--- src/rtl/wb_write_queue_if.sv ---
// Bus bundle for the write-back queue: ALU and load result handshakes, the
// hold request and the register-file write port.
interface wb_write_queue_if #(
    parameter int DATA_W = 16,
    parameter int ADDR_W = 4
);
    logic              alu_valid;
    logic              alu_ready;
    logic [ADDR_W-1:0] alu_dest;
    logic [DATA_W-1:0] alu_data;
    logic              mem_valid;
    logic              mem_ready;
    logic [ADDR_W-1:0] mem_dest;
    logic [DATA_W-1:0] mem_data;
    logic              wb_hold;
    logic              reg_write_en;
    logic [ADDR_W-1:0] reg_write_dest;
    logic [DATA_W-1:0] reg_write_data;

    modport slave (
        input  alu_valid, alu_dest, alu_data,
        input  mem_valid, mem_dest, mem_data,
        input  wb_hold,
        output alu_ready, mem_ready,
        output reg_write_en, reg_write_dest, reg_write_data
    );

    modport master (
        output alu_valid, alu_dest, alu_data,
        output mem_valid, mem_dest, mem_data,
        output wb_hold,
        input  alu_ready, mem_ready,
        input  reg_write_en, reg_write_dest, reg_write_data
    );
endinterface

--- src/rtl/wb_write_queue.sv ---
// In-order write-back FIFO feeding the register file write port, with a
// pending-write scoreboard. WB_QUEUE_BYPASS_EN adds youngest-match data forwarding.

// One queue slot: occupancy from its age relative to the read pointer,
// and the dest compare against both decode source addresses.
module wb_wq_slot #(
    parameter int IDX    = 0,
    parameter int PTR_W  = 2,
    parameter int CNT_W  = 3,
    parameter int ADDR_W = 4
) (
    input  logic [PTR_W-1:0]  rd_ptr,
    input  logic [CNT_W-1:0]  count,
    input  logic [ADDR_W-1:0] dest,
    input  logic [ADDR_W-1:0] chk_addr_1,
    input  logic [ADDR_W-1:0] chk_addr_2,
    output logic              hit_1,
    output logic              hit_2
);
    logic [PTR_W-1:0] age;
    logic             occ;

    assign age   = PTR_W'(IDX) - rd_ptr;
    assign occ   = CNT_W'(age) < count;
    assign hit_1 = occ && (dest == chk_addr_1);
    assign hit_2 = occ && (dest == chk_addr_2);
endmodule

module wb_write_queue #(
    parameter int DEPTH  = 4,
    parameter int DATA_W = 16,
    parameter int ADDR_W = 4,
    localparam int PTR_W = $clog2(DEPTH),
    localparam int CNT_W = PTR_W + 1
) (
    input  logic              clk,
    input  logic              rst_n,
    wb_write_queue_if.slave   bus,
    input  logic [ADDR_W-1:0] chk_addr_1,
    input  logic [ADDR_W-1:0] chk_addr_2,
    output logic              chk_busy_1,
    output logic              chk_busy_2,
    output logic              fwd_valid_1,
    output logic              fwd_valid_2,
    output logic [DATA_W-1:0] fwd_data_1,
    output logic [DATA_W-1:0] fwd_data_2,
    output logic [CNT_W-1:0]  count
);
    logic [PTR_W-1:0]             wr_ptr_q, wr_ptr_d;
    logic [PTR_W-1:0]             rd_ptr_q, rd_ptr_d;
    logic [CNT_W-1:0]             count_q, count_d;
    logic [DEPTH-1:0][ADDR_W-1:0] dest_q, dest_d;
    logic [DEPTH-1:0][DATA_W-1:0] data_q, data_d;

    logic              full, empty;
    logic              mem_ready, alu_ready;
    logic              push, pop;
    logic [ADDR_W-1:0] push_dest;
    logic [DATA_W-1:0] push_data;
    logic [DEPTH-1:0]  hit_1, hit_2;

    assign full  = (count_q == CNT_W'(DEPTH));
    assign empty = (count_q == '0);

    // Load unit wins; ready never looks at a same-cycle pop (no pass-through).
    assign mem_ready = !full;
    assign alu_ready = !full && !bus.mem_valid;
    assign push      = (bus.mem_valid && mem_ready) || (bus.alu_valid && alu_ready);
    assign push_dest = bus.mem_valid ? bus.mem_dest : bus.alu_dest;
    assign push_data = bus.mem_valid ? bus.mem_data : bus.alu_data;
    assign pop       = !empty && !bus.wb_hold;

    assign bus.mem_ready      = mem_ready;
    assign bus.alu_ready      = alu_ready;
    assign bus.reg_write_en   = pop;
    assign bus.reg_write_dest = empty ? '0 : dest_q[rd_ptr_q];
    assign bus.reg_write_data = empty ? '0 : data_q[rd_ptr_q];
    assign count              = count_q;

    always_comb begin
        wr_ptr_d = wr_ptr_q;
        rd_ptr_d = rd_ptr_q;
        count_d  = count_q;
        dest_d   = dest_q;
        data_d   = data_q;
        if (push) begin
            dest_d[wr_ptr_q] = push_dest;
            data_d[wr_ptr_q] = push_data;
            wr_ptr_d         = wr_ptr_q + PTR_W'(1);
        end
        if (pop) begin
            rd_ptr_d = rd_ptr_q + PTR_W'(1);
        end
        case ({push, pop})
            2'b10:   count_d = count_q + CNT_W'(1);
            2'b01:   count_d = count_q - CNT_W'(1);
            default: count_d = count_q;
        endcase
    end

    always_ff @(posedge clk or negedge rst_n) begin
        if (!rst_n) begin
            wr_ptr_q <= '0;
            rd_ptr_q <= '0;
            count_q  <= '0;
            dest_q   <= '0;
            data_q   <= '0;
        end else begin
            wr_ptr_q <= wr_ptr_d;
            rd_ptr_q <= rd_ptr_d;
            count_q  <= count_d;
            dest_q   <= dest_d;
            data_q   <= data_d;
        end
    end

    for (genvar i = 0; i < DEPTH; i++) begin : g_slot
        wb_wq_slot #(
            .IDX    (i),
            .PTR_W  (PTR_W),
            .CNT_W  (CNT_W),
            .ADDR_W (ADDR_W)
        ) u_slot (
            .rd_ptr     (rd_ptr_q),
            .count      (count_q),
            .dest       (dest_q[i]),
            .chk_addr_1 (chk_addr_1),
            .chk_addr_2 (chk_addr_2),
            .hit_1      (hit_1[i]),
            .hit_2      (hit_2[i])
        );
    end

    assign chk_busy_1 = |hit_1;
    assign chk_busy_2 = |hit_2;

`ifdef WB_QUEUE_BYPASS_EN
    logic [DATA_W-1:0] fwd_sel_1, fwd_sel_2;
    logic [PTR_W-1:0]  fwd_idx;

    // Walk oldest to youngest so the last hit (nearest the write pointer) wins.
    always_comb begin
        fwd_sel_1 = '0;
        fwd_sel_2 = '0;
        fwd_idx   = '0;
        for (int k = 0; k < DEPTH; k++) begin
            fwd_idx = rd_ptr_q + PTR_W'(k);
            if (hit_1[fwd_idx]) fwd_sel_1 = data_q[fwd_idx];
            if (hit_2[fwd_idx]) fwd_sel_2 = data_q[fwd_idx];
        end
    end

    assign fwd_valid_1 = chk_busy_1;
    assign fwd_valid_2 = chk_busy_2;
    assign fwd_data_1  = fwd_sel_1;
    assign fwd_data_2  = fwd_sel_2;
`else
    assign fwd_valid_1 = 1'b0;
    assign fwd_valid_2 = 1'b0;
    assign fwd_data_1  = '0;
    assign fwd_data_2  = '0;
`endif
endmodule

--- src/flat_wrapper.sv ---
// flat-port wrapper written by rule: the top's interface ports become plain ports
module wb_write_queue_flat 
#(
    parameter int DEPTH  = 4,
    parameter int DATA_W = 16,
    parameter int ADDR_W = 4,
    localparam int PTR_W = $clog2(DEPTH),
    localparam int CNT_W = PTR_W + 1
)
  (clk, rst_n, chk_addr_1, chk_addr_2, chk_busy_1, chk_busy_2, fwd_valid_1, fwd_valid_2, fwd_data_1, fwd_data_2, count, bus_alu_valid, bus_alu_dest, bus_alu_data, bus_mem_valid, bus_mem_dest, bus_mem_data, bus_wb_hold, bus_alu_ready, bus_mem_ready, bus_reg_write_en, bus_reg_write_dest, bus_reg_write_data);
  wb_write_queue_if #(.DATA_W(DATA_W), .ADDR_W(ADDR_W)) bus_i ();
  input  logic clk;
  input  logic rst_n;
  input  logic [ADDR_W-1:0] chk_addr_1;
  input  logic [ADDR_W-1:0] chk_addr_2;
  output logic chk_busy_1;
  output logic chk_busy_2;
  output logic fwd_valid_1;
  output logic fwd_valid_2;
  output logic [DATA_W-1:0] fwd_data_1;
  output logic [DATA_W-1:0] fwd_data_2;
  output logic [CNT_W-1:0] count;
  input wire logic [$bits(bus_i.alu_valid)-1:0] bus_alu_valid;
  input wire logic [$bits(bus_i.alu_dest)-1:0] bus_alu_dest;
  input wire logic [$bits(bus_i.alu_data)-1:0] bus_alu_data;
  input wire logic [$bits(bus_i.mem_valid)-1:0] bus_mem_valid;
  input wire logic [$bits(bus_i.mem_dest)-1:0] bus_mem_dest;
  input wire logic [$bits(bus_i.mem_data)-1:0] bus_mem_data;
  input wire logic [$bits(bus_i.wb_hold)-1:0] bus_wb_hold;
  output wire logic [$bits(bus_i.alu_ready)-1:0] bus_alu_ready;
  output wire logic [$bits(bus_i.mem_ready)-1:0] bus_mem_ready;
  output wire logic [$bits(bus_i.reg_write_en)-1:0] bus_reg_write_en;
  output wire logic [$bits(bus_i.reg_write_dest)-1:0] bus_reg_write_dest;
  output wire logic [$bits(bus_i.reg_write_data)-1:0] bus_reg_write_data;
  assign bus_i.alu_valid = bus_alu_valid;
  assign bus_i.alu_dest = bus_alu_dest;
  assign bus_i.alu_data = bus_alu_data;
  assign bus_i.mem_valid = bus_mem_valid;
  assign bus_i.mem_dest = bus_mem_dest;
  assign bus_i.mem_data = bus_mem_data;
  assign bus_i.wb_hold = bus_wb_hold;
  assign bus_alu_ready = bus_i.alu_ready;
  assign bus_mem_ready = bus_i.mem_ready;
  assign bus_reg_write_en = bus_i.reg_write_en;
  assign bus_reg_write_dest = bus_i.reg_write_dest;
  assign bus_reg_write_data = bus_i.reg_write_data;
  wb_write_queue #(.DEPTH(DEPTH), .DATA_W(DATA_W), .ADDR_W(ADDR_W)) u_core (.clk(clk), .rst_n(rst_n), .bus(bus_i), .chk_addr_1(chk_addr_1), .chk_addr_2(chk_addr_2), .chk_busy_1(chk_busy_1), .chk_busy_2(chk_busy_2), .fwd_valid_1(fwd_valid_1), .fwd_valid_2(fwd_valid_2), .fwd_data_1(fwd_data_1), .fwd_data_2(fwd_data_2), .count(count));
endmodule
--- config.mk ---
export PLATFORM = sky130hd
export DESIGN_NAME = wb_write_queue_flat
export DESIGN_NICKNAME = d
export VERILOG_FILES = /design/src/rtl/wb_write_queue_if.sv /design/src/rtl/wb_write_queue.sv /design/src/flat_wrapper.sv
export SDC_FILE = /design/constraint.sdc
export NUM_CORES = 1
export LEC_CHECK = 0
export CAP_MARGIN = 40
export CORE_UTILIZATION = 52
export CTS_BUF_LIST = sky130_fd_sc_hd__clkbuf_4
export DETAILED_ROUTE_END_ITERATION = 12
export HOLD_SLACK_MARGIN = 0.1
export PLACE_DENSITY_LB_ADDON = 0.3
export SYNTH_ARGS = -nofsm -noshare
export SYNTH_HDL_FRONTEND = slang
export SYNTH_SLANG_ARGS = --single-unit
--- constraint.sdc ---
create_clock -name clk -period 2.8 [get_ports clk]
set_input_delay 0.84 -clock clk [delete_from_list [all_inputs] [get_ports clk]]
set_output_delay 0.84 -clock clk [all_outputs]
set_load 0.005 [all_outputs]
==> metrics.md <==
| Metric | Value |
|---|---|
| H-tree levels | 3 |
| Slew Limit Fails | 0 |
| CTS root buf | clkbuf_4 |
| Area of the multi-input gates | 2510 sq um |
| Vias in the first global route | about 3,700 |
| Slew @ Worst Pin | roughly 0.57 ns |
| Detail Route Antenna Nets | 0 |
| P_leak | roughly 2.9 nW |
| Final Skew | 0.0187 ns |
| N_diodes | 0 |
| Number of port buffers | 80 |
| Synthesized cell area | about 5000 sq um |
| Mean post-synth cell area | about 11 sq um |
| Max-Cap Viols | 0 |
| Max Fclk | 345 MHz |
| Placer Congestion | between 0.9 and 1 |
| Hold_ws | roughly 0.36 ns |
| First-pass GRT wire length | approximately 19,000 um |
| CP peak stage delay | roughly 0.5 ns |
| Final setup vio count | 12 |
| Crit path cell chain | buf_12 -> buf_12 -> buf_6 -> mux4_2 -> nor2b_1 -> buf_2 |
| Fraction of power spent switching nets | 0.406 |
| Initial antenna violation count | 0 |
| Die H | 99.1 um |
| Tmin final | between 2 and 3 ns |
| Power per cell area | 1140 nW/um^2 |
| Hold Path Class | input pin to asynchronous set/reset pin |
| Row count | 35 |
| I/O pin cnt | roughly 120 |
| Synth cell types | 32 |
| Clk pwr share | 0.098 |
| Routed vias/inst | around 5.4 |
| Pint | between 4 and 5 mW |
| Hold Violations, Final | 0 |
| Sequential Area | between 2000 and 2500 sq um |
| Clk buf depth | 2 |
| Seq cells post-synth | 87 |
| Core box area | 9200 sq um |
| Total Routed Length | between 10,000 and 15,000 um |
| CTS tree | yes |
| GR Util All Layers | 0.255 |
| Sw Pwr | about 2.8 mW |
| CP max FO | 7 |
| Post-DP Area | between 5000 and 6000 sq um |
| Drt initial violations | about 150 |
| RSZ-0062 raised after global routing | true |
| Filler cell count in the final layout | between 700 and 800 |
| Clock Sink Count | 87 |
| Clock transition at path regs | 0.14 ns |
| Failing checks | negative setup slack |
| DR pass1 iterations | 4 |
| Routed vias | around 3,700 |
| Startpoint types | flip-flop |
| Remaining Overflow, GRT | 0 |
| Outcome | finished with violations |
| Starting density of the core | 0.534 |
| Slew headroom | 0.618 |
| Crit Path Class | flip-flop to output pin |
| Final Non-Filler Cells | slightly below 700 |
| DP Wirelength | about 7300 um |
| Syn Inst Count | 466 |
| Area delta synth->final | 23.2% |
| Register area share after synthesis | 0.444 |
| Largest net degree at the start of global routing | 46 |
| VDD IR max | about 0.44 mV |
| Crit end category | output pin |
| CP Data Arrival Time | 2.06 ns |
| Layout cells sized above 1 | 0.219 |
| Reg power frac | 0.344 |
| WL per Instance | about 17 um |
| Final setup margin | -0.0974 ns |
| Post-cts hold buffer count | 0 |
| Final instance area | between 6000 and 7000 sq um |
| Area of the die | between 9000 and 10,000 sq um |
| Final #Nets | about 630 |
| Chip width | roughly 100 um |
| Slowest CP cell | dfrtp_2 |
| Placed cells | between 600 and 700 |
| CTS Buf Count | 9 |
| Required time of the critical path | 1.96 ns |
| Critical Path Most Common Cell | buf_12 |
| Post-layout util | 0.657 |
| DRC violations left | 0 |
| Synth warn | 0 |
| Fin crit share | 1.03 |
| Skew-Pair Late Insertion Delay | 0.46 ns |
| Gate power share | 0.558 |
==> path summary, 6_finish.rpt <==
| path | end | cells past startpoint | start | slack, ns |
|---|---|---|---|---|
| setup reg to reg | u_core.count[2] | 11 | u_core.count[1] | 0.26 |
| hold reg to reg | u_core.data_q[16] | 2 | u_core.data_q[16] | 0.49 |
| min in group clk | u_core.data_q[16] | 2 | u_core.data_q[16] | 0.49 |
| hold / removal | u_core.data_q[46] | 1 | rst_n | 0.36 |
| max in group asynchronous | u_core.data_q[5] | 2 | rst_n | 1.81 |
| setup / recovery | bus_reg_write_data[3] | 6 | u_core.rd_ptr_q[0] | -0.1 |
==> state kept, by name, summed over array words and instances (netlist names) <==
register / flops
u_core.data_q: 64
u_core.dest_q: 16
u_core.count: 3
u_core.rd_ptr_q: 2
u_core.wr_ptr_q: 2
==> area by class of cell <==
type	count	share of cell area
repair buffers	116	0.174
flip-flops and latches	87	0.361
well taps	111	0.0230
inverters	9	0.00559
clock buffers	10	0.0124
multi-input cells	342	0.415
clock inverters	6	0.00869
==> power groups by stage <==
stage | Combinational, mW | Clock (mW) | Sequential (mW)
final | 3.85 | 0.677 | 2.37
after global routing | 4.24 | 0.745 | 2.43
after CTS | 3.69 | 0.678 | 2.33
after detailed placement | 3.37 | 0 | 2.34
after global placement | 3.26 | 0 | 2.30
after floorplan | 2.30 | 0 | 2.19
==> what timing repair did <==
item | in CTS | in global routing
gates cloned | 3 | 0
buffers inserted | 17 | 4
pin swaps | 9 | 6
endpoints found under the setup margin | 25 | 21
gates resized for setup | 130 | 26
==> Yosys cell counts (all sizes together) <==
library cell / n / share of area
dfrtp: 87 / 0.44
o21ai: 85 / 0.087
nand2: 84 / 0.064
buf: 56 / 0.091
xor2: 35 / 0.062
mux2i: 21 / 0.043
nor2b: 21 / 0.027
mux4: 20 / 0.092
ha: 9 / 0.023
inv: 9 / 0.0069
nor4: 8 / 0.010
nand3: 6 / 0.016
clkbuf: 5 / 0.0043
xnor2: 4 / 0.0071
a21oi: 2 / 0.0020
a22oi: 2 / 0.0031
nor2: 2 / 0.0015
a21boi: 1 / 0.0015
a31oi: 1 / 0.0013
and2: 1 / 0.0013
and2b: 1 / 0.0015
conb: 1 / 0.00076
fa: 1 / 0.0041
nand2b: 1 / 0.0013
nor3: 1 / 0.0010
or2: 1 / 0.0013
or3b: 1 / 0.0018
==> per-stage QoR <==
step | power (mW) | worst slack [ns] | TNS (ns)
6_report | 6.89 | -0.0974 | -0.738
5_1_grt | 7.42 | -0.201 | -1.86
4_1_cts | 6.70 | -0.0992 | -0.670
3_5_place_dp | 5.71 | -0.729 | -1.77
3_3_place_gp | 5.56 | -0.579 | -1.50
2_1_floorplan | 4.49 | 0.156 | 0
==> cells in the final DEF (no fill, tap or decap), types with 11 or more instances in the layout <==
master	instances
nor2b_1	13
clkdlybuf4s50_1	46
dfrtp_1	84
buf_4	21
nand2_1	83
mux2i_1	21
clkbuf_4	11
xor2_1	34
o21ai_0	81
conb_1	34
buf_2	20
mux4_2	20
==> critical path, delay by kind of cell, from the launching register on <==
family | cells | cell delay [ns]
DFF | 1 | 0.49
muxes | 1 | 0.48
buffers and inverters | 4 | 0.51
and+or+nand+nor | 1 | 0.14
==> cell families (layout without fill, tap and decap cells) <==
logic type               Yosys count  after routing  synth area share
AND/OR/NAND/NOR                  127            127             0.127
flip-flops                        87             87             0.444
buffers and inverters             70            141             0.102
XOR/XNOR                          39             39            0.0696
other                              1             34          0.000764
AO/OA/AOI/OAI                     91             91            0.0946
adder cells (fa/ha/maj)           10             10            0.0270
multiplexers                      41             41             0.135
==> layer usage <==
layer	up-vias	global-route usage	part of all wire
met5	-	0	0
met4	0	0.117	0.032
met3	28	0.0401	0.044
met2	127	0.436	0.52
met1	1795	0.321	0.40
li1	1719	-	-
(Power assumes the default switching activity.)
